<file path="src/rtl/lfsr_arbiter.sv">
// rtl/lfsr_arbiter.sv - round-robin ownership arbiter for a shared 6-bit LFSR
//
// Two requesters (bit0 = height gen, bit1 = gap gen) share one LFSR. A grant
// advances the LFSR STEPS times, samples it, and holds the sample until the
// owner acknowledges it. Reseed pulses are remembered while busy and turned
// into a single clear strobe once the arbiter is idle again.
// STEPS must lie in 1..15 because the step counter is 4 bits wide.

module lfsr_arbiter #(
  parameter int STEPS = 6
) (
  input  logic       clk,
  input  logic       aclr,
  input  logic [1:0] req,
  input  logic [1:0] ack,
  input  logic       reseed,
  input  logic [5:0] lfsr_q,
  output logic       lfsr_en,
  output logic       lfsr_clr,
  output logic [1:0] grant,
  output logic       rnd_valid,
  output logic [5:0] rnd_data,
  output logic       busy
);

  localparam logic [3:0] STEPS_L = 4'(STEPS);

  typedef enum logic [2:0] {
    S_IDLE,
    S_CLEAR,
    S_STEP,
    S_SAMPLE,
    S_HOLD
  } state_t;

  state_t     r_state;
  logic [3:0] r_cnt;
  logic       r_pend;
  logic       r_ptr;        // index of the requester served last
  logic [1:0] r_grant;
  logic       r_lfsr_en;
  logic       r_lfsr_clr;
  logic       r_rnd_valid;
  logic [5:0] r_rnd_data;

  state_t     w_state_nxt;
  logic [3:0] w_cnt_nxt;
  logic       w_pend_nxt;
  logic       w_ptr_nxt;
  logic [1:0] w_grant_nxt;
  logic       w_en_nxt;
  logic       w_clr_nxt;
  logic       w_valid_nxt;
  logic [5:0] w_data_nxt;
  logic [1:0] w_pick;
  logic       w_lost;
  logic       w_acked;

  // Round-robin pick: on a tie, the requester not served last wins.
  always_comb begin
    w_pick = req;
    if (req == 2'b11) begin
      w_pick = r_ptr ? 2'b01 : 2'b10;
    end
  end

  // Owner status: its request dropped, or it acknowledged the sample.
  always_comb begin
    w_lost  = ((r_grant & req) == 2'b00);
    w_acked = ((r_grant & ack) != 2'b00);
  end

  // Next-state and next-output decode; every next value defaults first.
  always_comb begin
    w_state_nxt = r_state;
    w_cnt_nxt   = r_cnt;
    w_pend_nxt  = r_pend;
    w_ptr_nxt   = r_ptr;
    w_grant_nxt = r_grant;
    w_en_nxt    = 1'b0;
    w_clr_nxt   = 1'b0;
    w_valid_nxt = 1'b0;
    w_data_nxt  = r_rnd_data;

    // A reseed seen while busy is parked until the arbiter returns to idle.
    if (reseed && (r_state != S_IDLE)) begin
      w_pend_nxt = 1'b1;
    end

    case (r_state)
      S_IDLE: begin
        if (reseed || r_pend) begin
          w_state_nxt = S_CLEAR;
          w_clr_nxt   = 1'b1;
        end else if (req != 2'b00) begin
          w_state_nxt = S_STEP;
          w_grant_nxt = w_pick;
          w_cnt_nxt   = STEPS_L;
          w_en_nxt    = 1'b1;
        end
      end

      // One clear cycle absorbs every reseed collected so far.
      S_CLEAR: begin
        w_state_nxt = S_IDLE;
        w_pend_nxt  = 1'b0;
      end

      S_STEP: begin
        if (w_lost) begin
          w_state_nxt = S_IDLE;
          w_grant_nxt = 2'b00;
          w_ptr_nxt   = r_grant[1];
          w_cnt_nxt   = 4'd0;
        end else if (r_cnt <= 4'd1) begin
          w_state_nxt = S_SAMPLE;
          w_cnt_nxt   = 4'd0;
        end else begin
          w_cnt_nxt = r_cnt - 4'd1;
          w_en_nxt  = 1'b1;
        end
      end

      // The LFSR is frozen here, so lfsr_q reflects exactly STEPS advances.
      S_SAMPLE: begin
        if (w_lost) begin
          w_state_nxt = S_IDLE;
          w_grant_nxt = 2'b00;
          w_ptr_nxt   = r_grant[1];
        end else begin
          w_state_nxt = S_HOLD;
          w_data_nxt  = lfsr_q;
          w_valid_nxt = 1'b1;
        end
      end

      S_HOLD: begin
        if (w_lost || w_acked) begin
          w_state_nxt = S_IDLE;
          w_grant_nxt = 2'b00;
          w_ptr_nxt   = r_grant[1];
        end else begin
          w_valid_nxt = 1'b1;
        end
      end

      default: begin
        w_state_nxt = S_IDLE;
        w_grant_nxt = 2'b00;
        w_cnt_nxt   = 4'd0;
      end
    endcase
  end

  // State and registered outputs; reset drops any in-flight grant silently.
  always_ff @(posedge clk or negedge aclr) begin
    if (!aclr) begin
      r_state     <= S_IDLE;
      r_cnt       <= 4'd0;
      r_pend      <= 1'b0;
      r_ptr       <= 1'b1;
      r_grant     <= 2'b00;
      r_lfsr_en   <= 1'b0;
      r_lfsr_clr  <= 1'b0;
      r_rnd_valid <= 1'b0;
      r_rnd_data  <= 6'd0;
    end else begin
      r_state     <= w_state_nxt;
      r_cnt       <= w_cnt_nxt;
      r_pend      <= w_pend_nxt;
      r_ptr       <= w_ptr_nxt;
      r_grant     <= w_grant_nxt;
      r_lfsr_en   <= w_en_nxt;
      r_lfsr_clr  <= w_clr_nxt;
      r_rnd_valid <= w_valid_nxt;
      r_rnd_data  <= w_data_nxt;
    end
  end

  assign lfsr_en   = r_lfsr_en;
  assign lfsr_clr  = r_lfsr_clr;
  assign grant     = r_grant;
  assign rnd_valid = r_rnd_valid;
  assign rnd_data  = r_rnd_data;
  assign busy      = (r_state != S_IDLE);

endmodule

</file>
<file path="config.mk">
export PLATFORM = sky130hd
export DESIGN_NAME = lfsr_arbiter
export DESIGN_NICKNAME = d
export VERILOG_FILES = /design/src/rtl/lfsr_arbiter.sv
export SDC_FILE = /design/constraint.sdc
export NUM_CORES = 1
export LEC_CHECK = 0
export CAP_MARGIN = 20
export CORE_AREA = 4 4 72 74
export CTS_CLUSTER_DIAMETER = 200
export CTS_CLUSTER_SIZE = 40
export DETAILED_ROUTE_END_ITERATION = 8
export DIE_AREA = 0 0 76 78
export GPL_TIMING_DRIVEN = 0
export PLACE_DENSITY = 0.39
export SLEW_MARGIN = 25
export SYNTH_ARGS = -nofsm -noshare
export SYNTH_HDL_FRONTEND = slang
export SYNTH_SLANG_ARGS = --single-unit
export TNS_END_PERCENT = 10
</file>
<file path="constraint.sdc">
create_clock -name clk -period 4.02 [get_ports clk]
set_clock_uncertainty 0.15 [all_clocks]
set_input_delay 0.603 -clock clk [delete_from_list [all_inputs] [get_ports clk]]
set_output_delay 0.603 -clock clk [all_outputs]
set_load 0.005 [all_outputs]
</file>
After elaboration in Yosys (flattened, before gate mapping) --
Index checks and enable logic that the tools add are counted.
Word-level totals: bits in registers 20, input bits 13, output and inout bits 12, word-level logic and storage cells 78
Operators by class: add/subtract/negate cells 1, $lt $le $gt $ge 1, equal/unequal tests 11, mux-type cells 34, bitwise gates (word level) 5, reduce and logical (&&, ||, !) cells 17
Operators with widths (number):
- $mux 3 | 6
- $mux 4 | 4
- $mux 1 | 12
- $mux 2 | 6
- $pmux 3 s4 | 1
- $pmux 4 s3 | 1
- $reduce_and 3->1 | 3
- $pmux 2 s4 | 1
- $reduce_bool 2->1 | 4
- $eq 3x2->1 const B | 2
- $ne 2x2->1 const B | 3
- $ne 3x3->1 const B | 2
- $pmux 1 s2 | 3
- $reduce_and 5->1 | 1
- $and 2x2->2 | 2
- $le 4x1->1 const B | 1
- $sub 4x1->4 const B | 1
- $eq 3x1->1 const B | 1
- $eq 3x3->1 const B | 1
- $logic_not 3->1 | 1
- $not 1->1 | 3
- $reduce_bool 3->1 | 1
- $reduce_or 3->1 | 1
- $eq 2x2->1 const B | 1
- 6 further kinds | 7

Logic depth before layout (Yosys ltp) --
Gate-level depths: netlist of the first run.
depth after elaboration 5, depth in mapped cells 6, gate-level depth less buffers 6

Worst setup path after synthesis of the first run --
Ideal clock, no wire load.
kind in2reg, start point input port reseed, end point register r_cnt[2], setup time 0.064 ns, data arrival time 1.523 ns, required time 3.806 ns, path slack 2.283 ns, cell stages on the path 4, path buffers 0, cells stage by stage nor2_1 -> o21ai_0 -> a2111oi_0 -> a221o_2
Between the ends: word-level cells in the longest chain between the ends 3
Ends and longest elaborated chain:
- start: declaration | RTL line 16 | input logic reseed,
- $logic_or 1x1->1 | RTL line 92 | if (reseed || r_pend) begin
- $ne 2x2->1 (no source line)
- $reduce_and 3->1 (no source line)
- end signal: assignment | RTL line 169 | r_cnt <= w_cnt_nxt;
- end: declaration | RTL line 37 | logic [3:0] r_cnt;
No other way between the ends. A chain may end at the register's enable or synchronous reset.

Worst setup path in the final report of the first run --
start point register r_state[2], end point output port busy
Between the ends: word-level cells in the longest chain between the ends 1
Ends and longest elaborated chain:
- start: declaration | RTL line 36 | state_t r_state;
- start signal: assignment | RTL line 168 | r_state <= w_state_nxt;
- $reduce_bool 3->1 | RTL line 185 | assign busy = (r_state != S_IDLE);
- end: declaration | RTL line 23 | output logic busy
No other way between the ends.

==> results of run 1 <==
## layout by cell type, fill, tap and decap left out, types with 2 or more instances in the layout
cell type and instances:
a21oi_1 3, a22oi_1 2, clkbuf_8 3, clkdlybuf4s50_1 23, dfrtp_1 19, ha_1 2
inv_1 6, mux2_2 9, nand2_1 6, nor2_1 11, o21ai_0 6, o41ai_1 2
or2_2 2
## critical path, delay by kind of cell, from the launching register on
kind          cells  cell delay, ns
buf+inv           2            0.63
simple gates      2            0.37
flops             1            0.38
## where the power goes
part	leakage (nW)	switching, W	internal, W
Combinational	0.283	0.000179	0.000208
Sequential	0.260	0.0000603	0.000273
Clock	0.0357	0.0000696	0.000133
Total	0.579	0.000309	0.000614
## sequential cells by signal, summed over array words and instances (netlist names)
name       flops
rnd_data       6
r_cnt          4
r_state        3
grant          2
lfsr_clr       1
lfsr_en        1
r_pend         1
r_ptr          1
rnd_valid      1
## routing by layer
| metal | up-vias | track usage, % |
|---|---|---|
| li1 | 387 | - |
| met1 | 377 | 11.2 |
| met3 | 4 | 2.09 |
| met4 | 0 | 3.91 |
| met2 | 19 | 13.2 |
| met5 | - | 0 |
## cell families (layout without fill, tap and decap cells)
logic type / Yosys count / after routing / synth area share (%)
and+or+nand+nor: 25 / 25 / 12.1
buffers and inverters: 8 / 36 / 4.10
DFF: 20 / 20 / 49.9
adders and majority gates: 2 / 2 / 2.49
AOI/OAI and AO/OA: 26 / 26 / 20.5
xor gates and xnor gates: 1 / 1 / 0.871
muxes: 9 / 9 / 10.1
## per-stage QoR
stage                     worst slack [ns]  instance area (µm²)  total power (W)  hold WS (ns)
final                                 1.63                 1380         0.000923         0.140
after global routing                  1.54                 1380         0.000995         0.173
after CTS                             1.60                 1390         0.000942         0.365
after detailed placement              1.51                 1310         0.000729         0.345
after global placement                1.51                 1310         0.000726         0.340
after floorplan                       2.28                 1010         0.000559         0.157
## worst max path at each step
stage / startpoint / to / slack, ns / cells past startpoint
2_1_floorplan: reseed / r_cnt[2] / 2.28 / 4
3_3_place_gp: req[0] / r_cnt[2] / 1.51 / 4
3_5_place_dp: req[0] / r_cnt[2] / 1.51 / 4
4_1_cts: r_state[2] / busy / 1.60 / 4
5_1_grt: r_state[1] / busy / 1.54 / 3
6_report: r_state[2] / busy / 1.63 / 4
## cell type report
class	instances	share of cell area, %
inverters	6	1.63
well taps	54	4.90
repair buffers	24	17.0
multi-input cells	63	33.5
clock buffers	3	2.99
plain buffers	2	1.36
clock inverters	1	2.18
flip-flops and latches	20	36.4
==> metrics.csv, run 1 <==
stage;metric;value;unit
grt;grt_pass1_vias;846;
worst_setup_path;critPathMaxStageDelay;0.50;ns
drt;wl_met2;1.17;mm
drt;firstDrtPassIters;4;
drt;drc_errors;0;
yosys;synthTopCellsByCount;dfrtp_1, nor2_1, mux2_2;
layout;fill_cells;474;
cts;postCtsResizedCells;0;
job;cap_violations;0;
placement;gp_congestion;0.863;
drt;drt-total-wl;2.39;mm
yosys;synthesis.nets;106;
worst_setup_path;crit_slowest_cell;clkdlybuf4s50_1;
floorplan;core;4600;µm²
drt;route.met3.wl;98;µm
floorplan;die_area;5930;µm²
layout;nets;135;
placement;place.detailed.hpwl;1.77;mm
cts;holdBufCountCts;0;
cts;root_buffer;clkbuf_8;
worst_setup_path;path_cells;buf_6 > nor2_1 > nand2_1 > clkdlybuf4s50_1;
worst_hold_path;min_path_type;in -> async;
layout;utilization;30.0;%
yosys;synth.distinct_cells;34;
power_and_ir_drop;power_density;668;nW/µm²
drt;num_vias;787;
floorplan;initial_utilization;21.9;%
yosys;synth_edf_count;0;
worst_setup_path;endpoint_kind;output pin;
worst_setup_path;crit_path_max_fanout;10;
placement;io_buffers;24;
timing;fin_crit_sh;59.3;%
layout;drive_gt1_share;21.8;%
cts;cts_tree;done;
worst_setup_path;cp_data_required_time;3.27;ns
worst_setup_path;cp.arrival;1.63;ns
cts;post_cts_buffers;0;
yosys;syn_avg_cell_area;11.1;µm²
timing;rsz0062_at_grt;false;
timing;min_period;2.39;ns
floorplan;ioPinCount;25;
grt;antenna_found_initial;0;
power_and_ir_drop;vdd_drop_max;0.000275;V
layout;multi_input_area;463;µm²
layout;ff_latch_area;502;µm²
timing;drv_slew;0;
yosys;async_reset_ff_share;100;%
timing;max_freq;0.419;GHz
power_and_ir_drop;leakage;0.579;nW
drt;via_per_inst;4.55;
cts;clk_latency;0.26;ns
yosys;syn_area;1010;µm²
floorplan;die_x;76;µm
cts;cts-htree-levels;1;
drt;wl_per_cell;13.8;µm
yosys;seq_area_frac_synth;49.9;%
yosys;ys_ff_latch;20;
worst_setup_path;reg2reg_depth;6;
grt;overflow;0;
timing;setup_viol;0;
cts;cts_sinks;20;
yosys;synth_cells;91;
floorplan;die_y;78;µm
layout;final_cells;173;
drt;top_layer;met4;
placement;dp.cells;169;
drt;drt_iter0_drc;44;
yosys;synth_top_area_cell;dfrtp_1;
yosys;yosysMostFrequentCell;dfrtp_1;
layout;antenna_cells;0;
yosys;ys_warn_count;0;
timing;fin_tns_setup;0;ns
yosys;yosys-top-cells-area;dfrtp_1, mux2_2, nor2_1, o21ai_0, dfstp_2;
timing;maxSlewHeadroom;53.7;%
floorplan;rows;25;
drt;met1_length;1.08;mm
cts;cts_buffers;3;
grt;grtUsageTotal;8.53;%
layout;area_delta_synth_final;37.2;%
worst_setup_path;r2r_end;r_cnt[1];
worst_setup_path;worstSetupPathType;reg -> out;
timing;hold_viol;0;
outcome;status;complete, no violations;
worst_setup_path;r2r-start;r_cnt[0];
yosys;yosys.area.top_type_share;47.3;%
worst_setup_path;rrSetupSlack;2.14;ns
cts;clk_pin_slew_worst_paths;0.08;ns
grt;grt_pass1_wl;4.13;mm
worst_setup_path;critPathLaunchType;register;
yosys;synth-main-ff-cell;dfrtp_1;
drt;ant_nets;0;
grt;grt_max_degree;21;
cts;clk_path_buf_depth;2;
timing;tightest_slew;0.687;ns
No activity file was read; power rests on OpenSTA's default activity.
==> inputs of run 2 (changes only) <==
--- a/config.mk
+++ b/config.mk
@@ -12,7 +12,7 @@
 export DETAILED_ROUTE_END_ITERATION = 8
 export DIE_AREA = 0 0 76 78
 export GPL_TIMING_DRIVEN = 0
-export PLACE_DENSITY = 0.39
+export PLACE_DENSITY = 0.41
 export SLEW_MARGIN = 25
 export SYNTH_ARGS = -nofsm -noshare
 export SYNTH_HDL_FRONTEND = slang
==> constraint.sdc (replaced) <==
create_clock -name clk -period 1.9 [get_ports clk]
set_clock_uncertainty 0.15 [all_clocks]
set_input_delay 0.285 -clock clk [delete_from_list [all_inputs] [get_ports clk]]
set_output_delay 0.285 -clock clk [all_outputs]
set_load 0.005 [all_outputs]
==> run 2 against run 1 <==
  * Critical path depth rose by 1
  * Cell area is 2.3% higher
  * Clock power increased by 57%
  * Final cell count grew 1.2%
  * Total power increased by 110%
  * Die area is the same
  * Non-clock buffer count increased by 2
  * Global-route usage decreased by 0.085 points
  * Critical endpoint is now r_cnt[2]
==> metrics.csv, run 2 (synthesis results as in run 1) <==
stage;metric;value;unit;change
drt;drc_errors;0;;unchanged
cts;clk_pin_slew_worst_paths;0.07;ns;was 0.08 ns
timing;setup_ws;0.0712;ns;was 1.63 ns
drt;via_per_inst;4.86;;was 4.55
layout;fill_cells;481;;was 474
timing;max_freq;0.547;GHz;
worst_setup_path;cp_data_required_time;1.89;ns;was 3.27 ns
placement;gp_congestion;0.745;;was 0.863
cts;root_buffer;clkbuf_8;;unchanged
outcome;status;complete, no violations;;unchanged
layout;largest_reg_flops;6;;unchanged
layout;multi_input_area;485;µm²;was 463 µm²
drt;drt-total-wl;2.38;mm;was 2.39 mm
worst_setup_path;critPathMaxStageDelay;0.58;ns;was 0.50 ns
timing;maxSlewHeadroom;68.8;%;was 53.7%
worst_setup_path;crit_path_max_fanout;5;;was 10
layout;utilization;30.7;%;was 30.0%
cts;cts_buffers;3;;unchanged
floorplan;die_y;78;µm;unchanged
timing;drv_slew;0;;unchanged
grt;grtUsageTotal;8.45;%;was 8.53%
worst_setup_path;path_cells;clkdlybuf4s50_1 > nor2_1 > o41ai_1 > o21ai_1 > a221o_2;;was buf_6 > nor2_1 > nand2_1 > clkdlybuf4s50_1
grt;antenna_found_initial;0;;unchanged
power_and_ir_drop;vdd_drop_max;0.000343;V;was 0.000275 V
power_and_ir_drop;power_density;1350;nW/µm²;was 668 nW/µm²
drt;num_vias;850;;was 787
worst_hold_path;min_path_type;in -> async;;unchanged
placement;pre_cts_ws;-0.236;ns;was 1.51 ns
worst_setup_path;crit_slowest_cell;clkdlybuf4s50_1;;unchanged
worst_setup_path;critPathLaunchType;input port;;was register
worst_setup_path;reg2reg_depth;6;;unchanged
cts;cts_tree;done;;unchanged
grt;grt_pass1_wl;4.11;mm;was 4.13 mm
worst_setup_path;r2r-start;r_cnt[0];;unchanged
placement;place.detailed.hpwl;1.77;mm;about the same
drt;drt_iter0_drc;8;;was 44
cts;cts_sinks;20;;unchanged
layout;antenna_cells;0;;unchanged
timing;hold_viol;0;;unchanged
grt;overflow;0;;unchanged
layout;ff_latch_area;504;µm²;was 502 µm²
drt;firstDrtPassIters;4;;unchanged
timing;fin_crit_sh;96.3;%;
timing;tightest_slew;0.468;ns;was 0.687 ns
layout;area_delta_synth_final;40.3;%;was 37.2%
power_and_ir_drop;leakage;0.602;nW;was 0.579 nW
cts;clk_latency;0.25;ns;was 0.26 ns
floorplan;ioPinCount;25;;unchanged
cts;clk_path_buf_depth;2;;unchanged
timing;min_period;1.83;ns;
floorplan;die_area;5930;µm²;unchanged
floorplan;die_x;76;µm;unchanged
layout;final_common_cell;clkdlybuf4s50_1;;unchanged
floorplan;initial_utilization;21.9;%;unchanged
cts;cts-htree-levels;1;;unchanged
worst_setup_path;endpoint_kind;register;;was output pin
grt;grt_max_degree;21;;unchanged
timing;setup_viol;0;;unchanged
drt;wl_per_cell;13.6;µm;was 13.8 µm
worst_setup_path;rrSetupSlack;0.10;ns;was 2.14 ns
drt;ant_nets;0;;unchanged
worst_setup_path;r2r_end;r_cnt[1];;unchanged
worst_setup_path;worstSetupPathType;in -> reg;;was reg -> out
layout;drive_gt1_share;28.1;%;was 21.8%
grt;grt_pass1_vias;873;;was 846
floorplan;core;4600;µm²;unchanged
job;cap_violations;0;;unchanged
floorplan;rows;25;;unchanged
timing;rsz0062_at_grt;true;;was false
placement;io_buffers;24;;unchanged
worst_setup_path;cp.arrival;1.82;ns;was 1.63 ns
layout;mostFrequentLayoutCells;clkdlybuf4s50_1, dfrtp_1, nor2_1, mux2_2, inv_1;;was clkdlybuf4s50_1, dfrtp_1, nor2_1
layout;nets;137;;was 135
[run 2: cell types whose count changed in the layout (fill, tap and decap cells not counted), moves of 2 or more]
cell | previous run | this run
o21ai_1 | 1 | 3
nor2_1 | 11 | 9
clkdlybuf4s50_1 | 23 | 21
dfrtp_2 | 0 | 2
o21ai_0 | 6 | 4
dlymetal6s2s_1 | 0 | 2
dfrtp_1 | 19 | 17
[run 2: routing by layer]
metal / vias up / wire [µm] / global-route usage, %
li1: 392 / - / -
met1: 432 / 1100 / 10.3
met2: 18 / 1110 / 13.3
met3: 8 / 121 / 2.67
met4: 0 / 47 / 4.27
met5: - / 0 / 0
[run 2: critical path, delay by kind of cell]
kind	cells	cell delay [ns]
buffers and inverters	1	0.58
and+or+nand+nor	1	0.09
AOI/OAI and AO/OA	3	0.86
[run 2: area by class of cell]
cell class / instances / share of cell area [%]
clock buffer: 4 / 3.90
sequential: 20 / 35.7
tap: 54 / 4.79
timing repair buffer: 26 / 18.3
multi-input combinational: 63 / 34.4
inverter: 6 / 1.60
buffer: 2 / 1.33
[run 2: timing repair]
item	CTS	global route
buffers inserted	1	0
hold endpoints to repair	0	19
endpoints found under the setup margin	1	5
hold buffers	0	1
resized for setup	3	10
pin swaps	1	0
gates cloned	0	0
[run 2: power breakdown]
group          switching, W  internal (W)  total [W]  leakage (nW)
clock network      0.000133      0.000184   0.000317        0.0288
logic              0.000397      0.000472   0.000869         0.316
registers          0.000139      0.000582   0.000721         0.257
[run 2: through the flow]
stage	hold WS, ns	instances	total power, W	TNS [ns]	area [µm²]
finish	0.355	175	0.00191	0	1410
floorplan	-0.161	91	0.00118	0	1010
global placement	0.343	169	0.00154	-1.45	1310
global route	0.384	175	0.00206	-0.0116	1410
detailed placement	0.344	169	0.00154	-1.50	1310
CTS	0.362	174	0.00191	0	1380
[run 2: how the worst max path moves through the flow]
stage,depth (start not counted),startpoint,end
after CTS,4,r_state[2],busy
final,5,req[1],r_cnt[2]
after floorplan,6,r_cnt[0],r_cnt[1]
after detailed placement,4,req[0],r_cnt[2]
after global placement,4,req[0],r_cnt[2]
after global routing,6,r_cnt[0],r_cnt[1]
==> inputs of run 3 (changes only) <==
--- a/config.mk
+++ b/config.mk
@@ -6,13 +6,13 @@
 export NUM_CORES = 1
 export LEC_CHECK = 0
 export CAP_MARGIN = 20
-export CORE_AREA = 4 4 72 74
+export CORE_AREA = 4 4 54 56
 export CTS_CLUSTER_DIAMETER = 200
 export CTS_CLUSTER_SIZE = 40
 export DETAILED_ROUTE_END_ITERATION = 8
-export DIE_AREA = 0 0 76 78
+export DIE_AREA = 0 0 58 60
 export GPL_TIMING_DRIVEN = 0
-export PLACE_DENSITY = 0.41
+export PLACE_DENSITY = 0.68
 export SLEW_MARGIN = 25
 export SYNTH_ARGS = -nofsm -noshare
 export SYNTH_HDL_FRONTEND = slang
==> run 3 against run 2 <==
  * Count of clock-buffer cells in the layout decreased by 1
  * First-iteration DRC count up 88%
  * Critical path depth fell by 3
  * Via count down 7.4%
  * Wire length fell by 12%
  * Sequential power fell by 2%
  * Flip-flop and latch count stayed put
  * Clock power increased by 11%
  * Combinational power is 0.8% lower
  * Die area shrank 41%
  * Setup slack gained 0.016 ns
  * Total power up 0.54%
  * Critical path type is now reg -> out
  * Critical endpoint is now grant[1]
  * Largest cell class unchanged
==> metrics.csv, run 3 (synthesis results as in run 1) <==
stage;metric;value;unit;change
floorplan;initial_utilization;41.4;%;was 21.9%
grt;grt_pass1_wl;3.50;mm;was 4.11 mm
drt;drt_iter0_drc;15;;was 8
drt;num_vias;787;;was 850
placement;pre_cts_ws;-0.237;ns;was -0.236 ns
timing;min_period;1.81;ns;was 1.83 ns
cts;cts_buffers;3;;unchanged
worst_setup_path;reg2reg_depth;6;;unchanged
power_and_ir_drop;leakage;0.588;nW;was 0.602 nW
cts;cts_sinks;20;;unchanged
layout;final_common_cell;clkdlybuf4s50_1;;unchanged
timing;maxSlewHeadroom;65.1;%;was 68.8%
worst_setup_path;endpoint_kind;output pin;;was register
layout;fill_cells;216;;was 481
timing;setup_viol;0;;unchanged
drt;met1_length;930;µm;was 1.10 mm
timing;fin_crit_sh;95.4;%;was 96.3%
layout;ff_latch_area;504;µm²;unchanged
layout;nets;138;;was 137
drt;wl_met2;1.07;mm;was 1.11 mm
power_and_ir_drop;vdd_drop_max;0.000862;V;was 0.000343 V
worst_setup_path;critPathLaunchType;register;;was input port
power_and_ir_drop;power_density;1400;nW/µm²;was 1350 nW/µm²
drt;drc_errors;0;;unchanged
worst_hold_path;min_path_type;in -> async;;unchanged
outcome;status;complete, no violations;;unchanged
cts;clk_latency;0.30;ns;was 0.25 ns
floorplan;die_x;58;µm;was 76 µm
placement;place.detailed.hpwl;1.53;mm;was 1.77 mm
cts;clk_path_buf_depth;2;;unchanged
floorplan;die_y;60;µm;was 78 µm
layout;antenna_cells;0;;unchanged
worst_setup_path;cp_data_required_time;1.46;ns;was 1.89 ns
timing;setup_ws;0.0873;ns;was 0.0712 ns
drt;drt-total-wl;2.08;mm;was 2.38 mm
placement;gp_congestion;0.849;;was 0.745
drt;firstDrtPassIters;4;;unchanged
grt;grtUsageTotal;13.2;%;was 8.45%
worst_setup_path;worstSetupPathType;reg -> out;;was in -> reg
drt;ant_nets;0;;unchanged
cts;root_buffer;clkbuf_4;;was clkbuf_8
placement;io_buffers;24;;unchanged
timing;max_freq;0.552;GHz;was 0.547 GHz
layout;area_delta_synth_final;36.3;%;was 40.3%
layout;largest_reg_flops;6;;unchanged
grt;grt_max_degree;21;;unchanged
timing;hold_ws;0.299;ns;was 0.355 ns
cts;clk_pin_slew_worst_paths;0.12;ns;was 0.07 ns
drt;wl_per_cell;13.7;µm;was 13.6 µm
floorplan;core;2430;µm²;was 4600 µm²
grt;overflow;0;;unchanged
power_and_ir_drop;p_total;0.00192;W;was 0.00191 W
drt;route.met3.wl;67;µm;was 121 µm
grt;antenna_found_initial;0;;unchanged
timing;drv_slew;0;;unchanged
layout;mostFrequentLayoutCells;clkdlybuf4s50_1, dfrtp_1, nor2_1, mux2_2, inv_1;;unchanged
worst_setup_path;rrSetupSlack;0.12;ns;was 0.10 ns
layout;drive_gt1_share;27.0;%;was 28.1%
floorplan;ioPinCount;25;;unchanged
floorplan;die_area;3480;µm²;was 5930 µm²
drt;top_layer;met4;;unchanged
cts;cts-htree-levels;1;;unchanged
job;cap_violations;0;;unchanged
floorplan;rows;18;;was 25
worst_setup_path;crit_path_max_fanout;6;;was 5
timing;hold_viol;0;;unchanged
worst_setup_path;cp.arrival;1.38;ns;was 1.82 ns
timing;tightest_slew;0.524;ns;was 0.468 ns
cts;cts_tree;done;;unchanged
grt;grt_pass1_vias;774;;was 873
drt;via_per_inst;5.18;;was 4.86
layout;multi_input_area;477;µm²;was 485 µm²
[run 3: layout make-up]
type | count | share of cell area [%]
flip-flops and latches | 20 | 36.8
multi-input cells | 63 | 34.8
repair buffers | 27 | 18.9
well taps | 30 | 2.74
clock inverters | 1 | 2.19
clock buffers | 3 | 1.64
inverters | 6 | 1.64
plain buffers | 2 | 1.37
[run 3: metrics by stage]
step	util (%)	cells	TNS (ns)	instance area [µm²]
2_1_floorplan	-	91	0	1010
3_3_place_gp	52.8	145	-0.828	1280
3_5_place_dp	52.8	145	-1.07	1280
4_1_cts	55.7	150	0	1360
5_1_grt	56.4	152	-0.00260	1370
6_report	56.4	152	0	1370
[run 3: repair_timing]
| item | 4_1_cts | 5_1_grt |
|---|---|---|
| endpoints found under the setup margin | 1 | 2 |
| resized for setup | 6 | 4 |
| buffers inserted | 1 | 1 |
| hold buffers | 0 | 1 |
| pin swaps | 1 | 1 |
| endpoints found under the hold margin | 0 | 19 |
[run 3: worst paths after layout]
kind	endpoint	startpoint
min reg2reg	rnd_data[0]	rnd_data[0]
min	r_cnt[1]	aclr
min in group clk	rnd_data[0]	rnd_data[0]
max reg2reg	r_cnt[1]	r_cnt[0]
max	grant[1]	grant[1]
max in group asynchronous	r_ptr	aclr
[run 3: routing by layer]
metal | up-vias | GRT usage, %
met5 | - | 0
met4 | 0 | 4.97
met3 | 2 | 2.16
met2 | 15 | 22.7
met1 | 379 | 16.6
li1 | 391 | -
[run 3: power breakdown]
| part | switching (W) | total [W] | internal, W |
|---|---|---|---|
| logic | 0.000392 | 0.000862 | 0.000469 |
| clock network | 0.000139 | 0.000352 | 0.000213 |
| registers | 0.000124 | 0.000704 | 0.000580 |
| total | 0.000655 | 0.00192 | 0.00126 |
[run 3: worst max-delay path: stages, from the launching register on]
cell and delay, ns:
dfrtp_1 0.45, buf_4 0.14, clkdlybuf4s50_1 0.49
